**src/rtl/riscv_pkg.sv**
```systemverilog
// Shared opcode, field-layout and encoder-state definitions for the 16-bit instruction set.
// Also holds the pure field-packing helpers used by instr_encoder.
package riscv_pkg;

  typedef enum logic [2:0] {
    R_OP  = 3'd0,
    I_OP  = 3'd1,
    L_OP  = 3'd2,
    S_OP  = 3'd3,
    B_OP  = 3'd4,
    J_OP  = 3'd5,
    JR_OP = 3'd6
  } opcode_t;

  localparam int unsigned RD_LSB     = 3;
  localparam int unsigned RS1_LSB    = 6;
  localparam int unsigned RS2_LSB    = 9;
  localparam int unsigned FUNC_LSB   = 9;
  localparam int unsigned IMM4_LSB   = 12;
  localparam int unsigned J_IMM_LSB  = 6;
  localparam int unsigned JR_IMM_LSB = 10;

  localparam int unsigned IMM_W_IBS = 4;
  localparam int unsigned IMM_W_J   = 10;
  localparam int unsigned IMM_W_JR  = 6;

  typedef enum logic [1:0] {
    IDLE  = 2'd0,
    LOAD  = 2'd1,
    DRAIN = 2'd2
  } encoder_state_t;

  typedef struct packed {
    logic [2:0]  op;
    logic [2:0]  rd;
    logic [2:0]  rs1;
    logic [2:0]  rs2;
    logic [3:0]  func4;
    logic [2:0]  func2;
    logic [15:0] imm;
  } field_bundle_t;

  function automatic logic op_valid(logic [2:0] op);
    logic ok;
    case (op)
      R_OP, I_OP, L_OP, S_OP, B_OP, J_OP, JR_OP: ok = 1'b1;
      default:                                   ok = 1'b0;
    endcase
    return ok;
  endfunction

  // True when imm, read as signed, lies in [-2**(w-1), 2**(w-1)-1].
  function automatic logic fits_signed(logic [15:0] imm, int unsigned w);
    logic signed [16:0] v;
    logic signed [16:0] lim;
    v   = 17'($signed(imm));
    lim = 17'sd1 <<< (w - 1);
    return (v >= -lim) && (v < lim);
  endfunction

  function automatic logic [15:0] encode(field_bundle_t b);
    logic [15:0] w;
    w      = '0;
    w[2:0] = b.op;
    case (b.op)
      R_OP: begin
        w[RD_LSB +: 3]   = b.rd;
        w[RS1_LSB +: 3]  = b.rs1;
        w[RS2_LSB +: 3]  = b.rs2;
        w[IMM4_LSB +: 4] = b.func4;
      end
      I_OP, L_OP: begin
        w[RD_LSB +: 3]           = b.rd;
        w[RS1_LSB +: 3]          = b.rs1;
        w[FUNC_LSB +: 3]         = b.func2;
        w[IMM4_LSB +: IMM_W_IBS] = b.imm[IMM_W_IBS-1:0];
      end
      S_OP, B_OP: begin
        w[RD_LSB +: 3]           = b.rs2;
        w[RS1_LSB +: 3]          = b.rs1;
        w[FUNC_LSB +: 3]         = b.func2;
        w[IMM4_LSB +: IMM_W_IBS] = b.imm[IMM_W_IBS-1:0];
      end
      J_OP: begin
        w[RD_LSB +: 3]           = b.rd;
        w[J_IMM_LSB +: IMM_W_J]  = b.imm[IMM_W_J-1:0];
      end
      JR_OP: begin
        w[RD_LSB +: 3]           = b.rd;
        w[RS1_LSB +: 3]          = b.rs1;
        w[JR_IMM_LSB +: IMM_W_JR] = b.imm[IMM_W_JR-1:0];
      end
      default: ;
    endcase
    return w;
  endfunction

endpackage

```
**src/rtl/instr_fifo.sv**
```systemverilog
// Synchronous FIFO for encoded instruction words; DEPTH must be a power of two >= 2.
// Push is ignored when full, pop is ignored when empty; reset flushes the pointers.
module instr_fifo #(
  parameter int unsigned WIDTH = 16,
  parameter int unsigned DEPTH = 4
) (
  input  logic             clk,
  input  logic             rst_n,
  input  logic             push_i,
  input  logic [WIDTH-1:0] wdata_i,
  input  logic             pop_i,
  output logic [WIDTH-1:0] rdata_o,
  output logic             full_o,
  output logic             empty_o
);

  localparam int unsigned AW = $clog2(DEPTH);

  logic [WIDTH-1:0] mem_q [DEPTH];
  logic [AW:0]      wptr_q;
  logic [AW:0]      rptr_q;
  logic             do_push;
  logic             do_pop;

  // Extra pointer MSB distinguishes full from empty when the indices match.
  assign empty_o = (wptr_q == rptr_q);
  assign full_o  = (wptr_q[AW] != rptr_q[AW]) && (wptr_q[AW-1:0] == rptr_q[AW-1:0]);
  assign do_push = push_i && !full_o;
  assign do_pop  = pop_i && !empty_o;
  assign rdata_o = mem_q[rptr_q[AW-1:0]];

  always_ff @(posedge clk) begin
    if (!rst_n) begin
      wptr_q <= '0;
      rptr_q <= '0;
    end else begin
      if (do_push) wptr_q <= wptr_q + 1'b1;
      if (do_pop)  rptr_q <= rptr_q + 1'b1;
    end
  end

  always_ff @(posedge clk) begin
    if (do_push) mem_q[wptr_q[AW-1:0]] <= wdata_i;
  end

endmodule

```
**src/rtl/instr_encoder.sv**
```systemverilog
// Packs decoded field bundles into 16-bit instruction words and streams them to imem.
// Optional immediate range checking is enabled by defining IMM_RANGE_CHECK_EN.
module instr_encoder
  import riscv_pkg::*;
#(
  parameter int unsigned ADDR_W     = 8,
  parameter int unsigned FIFO_DEPTH = 4
) (
  input  logic              clk,
  input  logic              rst_n,
  input  logic              start_i,
  input  logic [ADDR_W-1:0] base_addr_i,
  input  logic              in_valid_i,
  output logic              in_ready_o,
  input  logic              in_last_i,
  input  logic [2:0]        op_i,
  input  logic [2:0]        rd_i,
  input  logic [2:0]        rs1_i,
  input  logic [2:0]        rs2_i,
  input  logic [3:0]        func4_i,
  input  logic [2:0]        func2_i,
  input  logic [15:0]       imm_i,
  output logic              wr_valid_o,
  input  logic              wr_ready_i,
  output logic [ADDR_W-1:0] wr_addr_o,
  output logic [15:0]       wr_data_o,
  output logic              busy_o,
  output logic              done_o,
  output logic              err_o,
  output logic [ADDR_W-1:0] words_o
);

  encoder_state_t    state_q;
  logic [ADDR_W-1:0] addr_q;
  logic [ADDR_W-1:0] words_q;
  logic              err_q;
  logic              done_q;

  field_bundle_t     bundle;
  logic [15:0]       enc_word;
  logic              imm_ok;
  logic              keep;
  logic              accept;
  logic              fifo_push;
  logic              fifo_pop;
  logic              fifo_full;
  logic              fifo_empty;

  assign bundle = '{op: op_i, rd: rd_i, rs1: rs1_i, rs2: rs2_i,
                    func4: func4_i, func2: func2_i, imm: imm_i};
  assign enc_word = encode(bundle);

  always_comb begin
    imm_ok = 1'b1;
`ifdef IMM_RANGE_CHECK_EN
    case (op_i)
      I_OP, L_OP, S_OP, B_OP: imm_ok = fits_signed(imm_i, IMM_W_IBS);
      J_OP:                   imm_ok = fits_signed(imm_i, IMM_W_J);
      JR_OP:                  imm_ok = fits_signed(imm_i, IMM_W_JR);
      default:                imm_ok = 1'b1;
    endcase
`endif
  end

  assign keep       = op_valid(op_i) && imm_ok;
  assign in_ready_o = (state_q == LOAD) && !fifo_full;
  assign accept     = in_valid_i && in_ready_o;
  assign fifo_push  = accept && keep;
  assign fifo_pop   = !fifo_empty && wr_ready_i;

  instr_fifo #(
    .WIDTH (16),
    .DEPTH (FIFO_DEPTH)
  ) u_fifo (
    .clk     (clk),
    .rst_n   (rst_n),
    .push_i  (fifo_push),
    .wdata_i (enc_word),
    .pop_i   (fifo_pop),
    .rdata_o (wr_data_o),
    .full_o  (fifo_full),
    .empty_o (fifo_empty)
  );

  // The FIFO is always empty in IDLE, so a start never collides with a pending pop.
  always_ff @(posedge clk) begin
    if (!rst_n) begin
      state_q <= IDLE;
      addr_q  <= '0;
      words_q <= '0;
      err_q   <= 1'b0;
      done_q  <= 1'b0;
    end else begin
      done_q <= 1'b0;
      if (fifo_pop) begin
        addr_q  <= addr_q + 1'b1;
        words_q <= words_q + 1'b1;
      end
      if (accept && !keep) err_q <= 1'b1;
      case (state_q)
        IDLE: begin
          if (start_i) begin
            state_q <= LOAD;
            addr_q  <= base_addr_i;
            words_q <= '0;
            err_q   <= 1'b0;
          end
        end
        LOAD: begin
          if (accept && in_last_i) state_q <= DRAIN;
        end
        DRAIN: begin
          if (fifo_empty) begin
            state_q <= IDLE;
            done_q  <= 1'b1;
          end
        end
        default: state_q <= IDLE;
      endcase
    end
  end

  assign wr_valid_o = !fifo_empty;
  assign wr_addr_o  = addr_q;
  assign busy_o     = (state_q != IDLE);
  assign done_o     = done_q;
  assign err_o      = err_q;
  assign words_o    = words_q;

endmodule

```
**config.mk**
```make
export PLATFORM = sky130hd
export DESIGN_NAME = instr_encoder
export DESIGN_NICKNAME = d
export VERILOG_FILES = /design/src/rtl/riscv_pkg.sv /design/src/rtl/instr_fifo.sv /design/src/rtl/instr_encoder.sv
export SDC_FILE = /design/constraint.sdc
export NUM_CORES = 1
export LEC_CHECK = 0
export ABC_CLOCK_PERIOD_IN_PS = 3800
export CAP_MARGIN = 10
export CORE_MARGIN = 1
export CORE_UTILIZATION = 51
export CTS_CLUSTER_DIAMETER = 40
export DETAILED_ROUTE_END_ITERATION = 16
export GPL_TIMING_DRIVEN = 1
export PLACE_DENSITY = 0.79
export SYNTH_ARGS = -nofsm -noshare
export SYNTH_HDL_FRONTEND = slang
export SYNTH_SLANG_ARGS = --single-unit
```
**constraint.sdc**
```tcl
create_clock -name clk -period 3.8 [get_ports clk]
set_clock_uncertainty 0.15 [all_clocks]
set_input_delay 0.76 -clock clk [delete_from_list [all_inputs] [get_ports clk]]
set_output_delay 0.76 -clock clk [all_outputs]
set_load 0.01 [all_outputs]
```
==> metrics.md <==
| Metric | Value |
|---|---|
| Clock slew seen by the registers of the worst setup and hold paths | approximately 90 ps |
| Layout Cells excl Fill | 510 |
| TritonCTS clock tree | yes |
| Flops & latches, synth | 92 |
| Synth-to-Final Area Change | 28.0% |
| Initial DRT Pass Iterations | 4 |
| Upper clock frequency limit | 313 MHz |
| Synth warn | 0 |
| Sequential cell area fraction in the yosys report | 0.596 |
| CP Class | flop to output pin |
| Setup repair after global routing missed its margin | no |
| Area after DPL | 5100 sq um |
| Synthesized area divided by synthesized cell count | approximately 13 sq um |
| Clk_lat worst skew | 350 ps |
| Detail Placement HPWL | 6030 um |
| DRC errors left | 0 |
| Yosys top cell area share | 0.461 |
| Top library cells by usage in the layout, fill and taps aside | sky130_fd_sc_hd__clkdlybuf4s50_1 (79), sky130_fd_sc_hd__edfxtp_1 (64), sky130_fd_sc_hd__dfxtp_1 (28) |
| Highest layer used for signal routing | met4 |
| Port Buffers | 79 |
| Shortest clock period the worst path allows after layout | 3200 ps |
| M1 wire length | about 3700 um |
| Via/cell ratio | 5.64 |
| Final setup TNS | 0 ps |
| NumNets Final | 459 |
| Number of enable flip-flop cells after synthesis | 64 |
| Global-route wire length before repair | roughly 14000 um |
| Finish-stage setup viols | 0 |
| Post-synth ARST share | 0 |
| Startpoint Class | flop |
| Overall die height | roughly 92 um |
| Count of clock tree sinks | 92 |
| Core ar. | between 7000 and 8000 sq um |
| Count of instances resized after the clock tree is built | 0 |
| Routability-driven placement congestion ratio | 0.825 |
| Post-layout worst setup margin | roughly 600 ps |
| Post-detailed-route count of antenna-violating nets | 0 |
| Worst-case vdd ir drop | 227 uV |
| Global-route congestion overflow total | 0 |
| Total routing usage reported by global routing | 0.213 |
| Overall die area | 8540 sq um |
| Syn Nets | 375 |
| Number of fillers in the final layout | around 560 |
| Via count of the first global-routing pass | 2776 |
| Status | completed |
| Leak | roughly 1.8 nW |
| Met3 WL | between 300 and 400 um |
| Met2 WL post-DR | about 4400 um |
| Antenna Cells | 0 |
| Number of buffers added for setup after CTS | 0 |
| Per-cell routed wire length | around 17 um |
| Routed via count | 2876 |
| Effective utilization at floorplan | 0.534 |
| Number of DRC markers in iteration 0 | 148 |
| Most common library cell in the layout ignoring fill and taps | sky130_fd_sc_hd__clkdlybuf4s50_1 |
| CP peak stage delay | between 500 and 600 ps |
| Top cells by area in the synthesized netlist | sky130_fd_sc_hd__edfxtp_1 (46%), sky130_fd_sc_hd__dfxtp_1 (13%), sky130_fd_sc_hd__mux4_2 (8.6%) |
| Critical path's top delay family | buffers and inverters |
| Tightest Pin Transition | 779 ps |
| Worst-case clock buffer depth | 2 |
| Width of the die | 92.4 um |
| Final worst-path cycle share | 0.841 |
| Cell area after layout | 5340 sq um |
| CP max stage cell | sky130_fd_sc_hd__nor3_1 |
| Number of different library cells in the post-synthesis netlist | 44 |
| Layout cells sized above 1 | 0.108 |
| I/O pins | 86 |
| Worst Hold Margin | 360 ps |
| Data arrival time of the critical path | between 2000 and 2500 ps |
| Worst hold-check path type | flop to flop |
| Number of placed instances with taps included | just under 500 |
| CP Capture Type | output pin |
| Root Buffer | sky130_fd_sc_hd__clkbuf_8 |
| CP cell instances | xor2_1, nor3_1, inv_1, clkdlybuf4s50_1 |
| Initial antenna violation count | 0 |
| Worst path bufs/invs | 2 |
| Top_reg_cell synth | sky130_fd_sc_hd__edfxtp_1 |
| Largest net degree at the start of global routing | 27 |
| Number of buffers created by CTS | 9 |
| Relative max-transition margin | 0.480 |
| Cell type with the largest total area after synthesis | sky130_fd_sc_hd__edfxtp_1 |
| Final hold viol count | 0 |
| Number of standard cells after synthesis | ~320 |
| Routed Wire Length | 8630 um |
| Max-cap violations | 0 |
| Final number of max-transition violations | 0 |
| H-tree level count | 3 |
| Maximum fanout along the worst path | 6 |
| Combined area of all synthesized cells | 4170 sq um |
| Post-place setup slack | about 660 ps |
| Post-layout total power | 2.23 mW |
| End-of-flow core utilization | 0.683 |
| Hold_buf cts | 0 |
| Critical Path RT | 2890 ps |
| Power density of the placed cells | about 420 nW/um^2 |
| Placement Rows | 32 |
| Slack of the worst reg-to-reg path | 1420 ps |
-- layer usage --
layer / vias to the layer above / global-route usage
li1: 1399 / -
met1: 1394 / 0.277
met2: 77 / 0.362
met3: 6 / 0.0427
met4: 0 / 0.0638
met5: - / 0
-- flip-flops by register name (all words and copies together) (netlist names), named ones only --
| name | flops |
|---|---|
| u_fifo.rptr_q | 3 |
| state_q | 2 |
| wr_addr_o | 8 |
| u_fifo.mem_q | 64 |
| done_o | 1 |
| err_o | 1 |
| u_fifo.wptr_q | 3 |
| words_o | 8 |
-- worst min-delay path: stages (launching register included) --
cell and delay [ps]:
sky130_fd_sc_hd__dfxtp_1 350, sky130_fd_sc_hd__nand2_1 60, sky130_fd_sc_hd__a21oi_1 60
-- cells by family (layout without fill, tap and decap cells) --
kind of cell	Yosys count	after routing	share of synthesized area
flops	92	92	0.596
buf+inv	25	114	0.0261
mux	31	31	0.122
simple gates	76	76	0.0979
xor+xnor	12	12	0.0252
fa+ha+maj	7	7	0.0210
compound gates	76	76	0.112
-- power by group --
part	switching, mW	leakage (nW)	internal [mW]
sequential	0.0230	0.809	1.10
combinational	0.156	0.864	0.179
clock	0.334	0.115	0.435
-- cells in the mapped netlist, types with 6 or more instances --
cell type and count:
sky130_fd_sc_hd__a21oi_1 13, sky130_fd_sc_hd__a31oi_1 9, sky130_fd_sc_hd__clkbuf_1 10, sky130_fd_sc_hd__dfxtp_1 28, sky130_fd_sc_hd__edfxtp_1 64, sky130_fd_sc_hd__ha_1 7
sky130_fd_sc_hd__inv_1 9, sky130_fd_sc_hd__mux2i_1 15, sky130_fd_sc_hd__mux4_2 16, sky130_fd_sc_hd__nand2_1 25, sky130_fd_sc_hd__nor2b_1 6, sky130_fd_sc_hd__o21ai_0 27
sky130_fd_sc_hd__o31ai_1 6, sky130_fd_sc_hd__xnor2_1 7
-- path summary, 6_finish.rpt --
kind / end / from / cells after the start
hold reg to reg: words_o[1] / words_o[1] / 2
setup / recovery: wr_valid_o / u_fifo.wptr_q[1] / 4
hold / removal: words_o[1] / words_o[1] / 2
setup reg to reg: u_fifo.mem_q[1][12] / u_fifo.wptr_q[1] / 5
-- cell type report --
cell class | count | area [sq um] | area share
sequential | 92 | 2480 | 0.465
multi-input combinational | 202 | 1590 | 0.298
timing repair buffer | 89 | 866 | 0.162
tap | 102 | 128 | 0.0239
clock buffer | 9 | 124 | 0.0232
clock inverter | 7 | 114 | 0.0213
inverter | 9 | 33.8 | 0.00633
(Power assumes the default switching activity.)
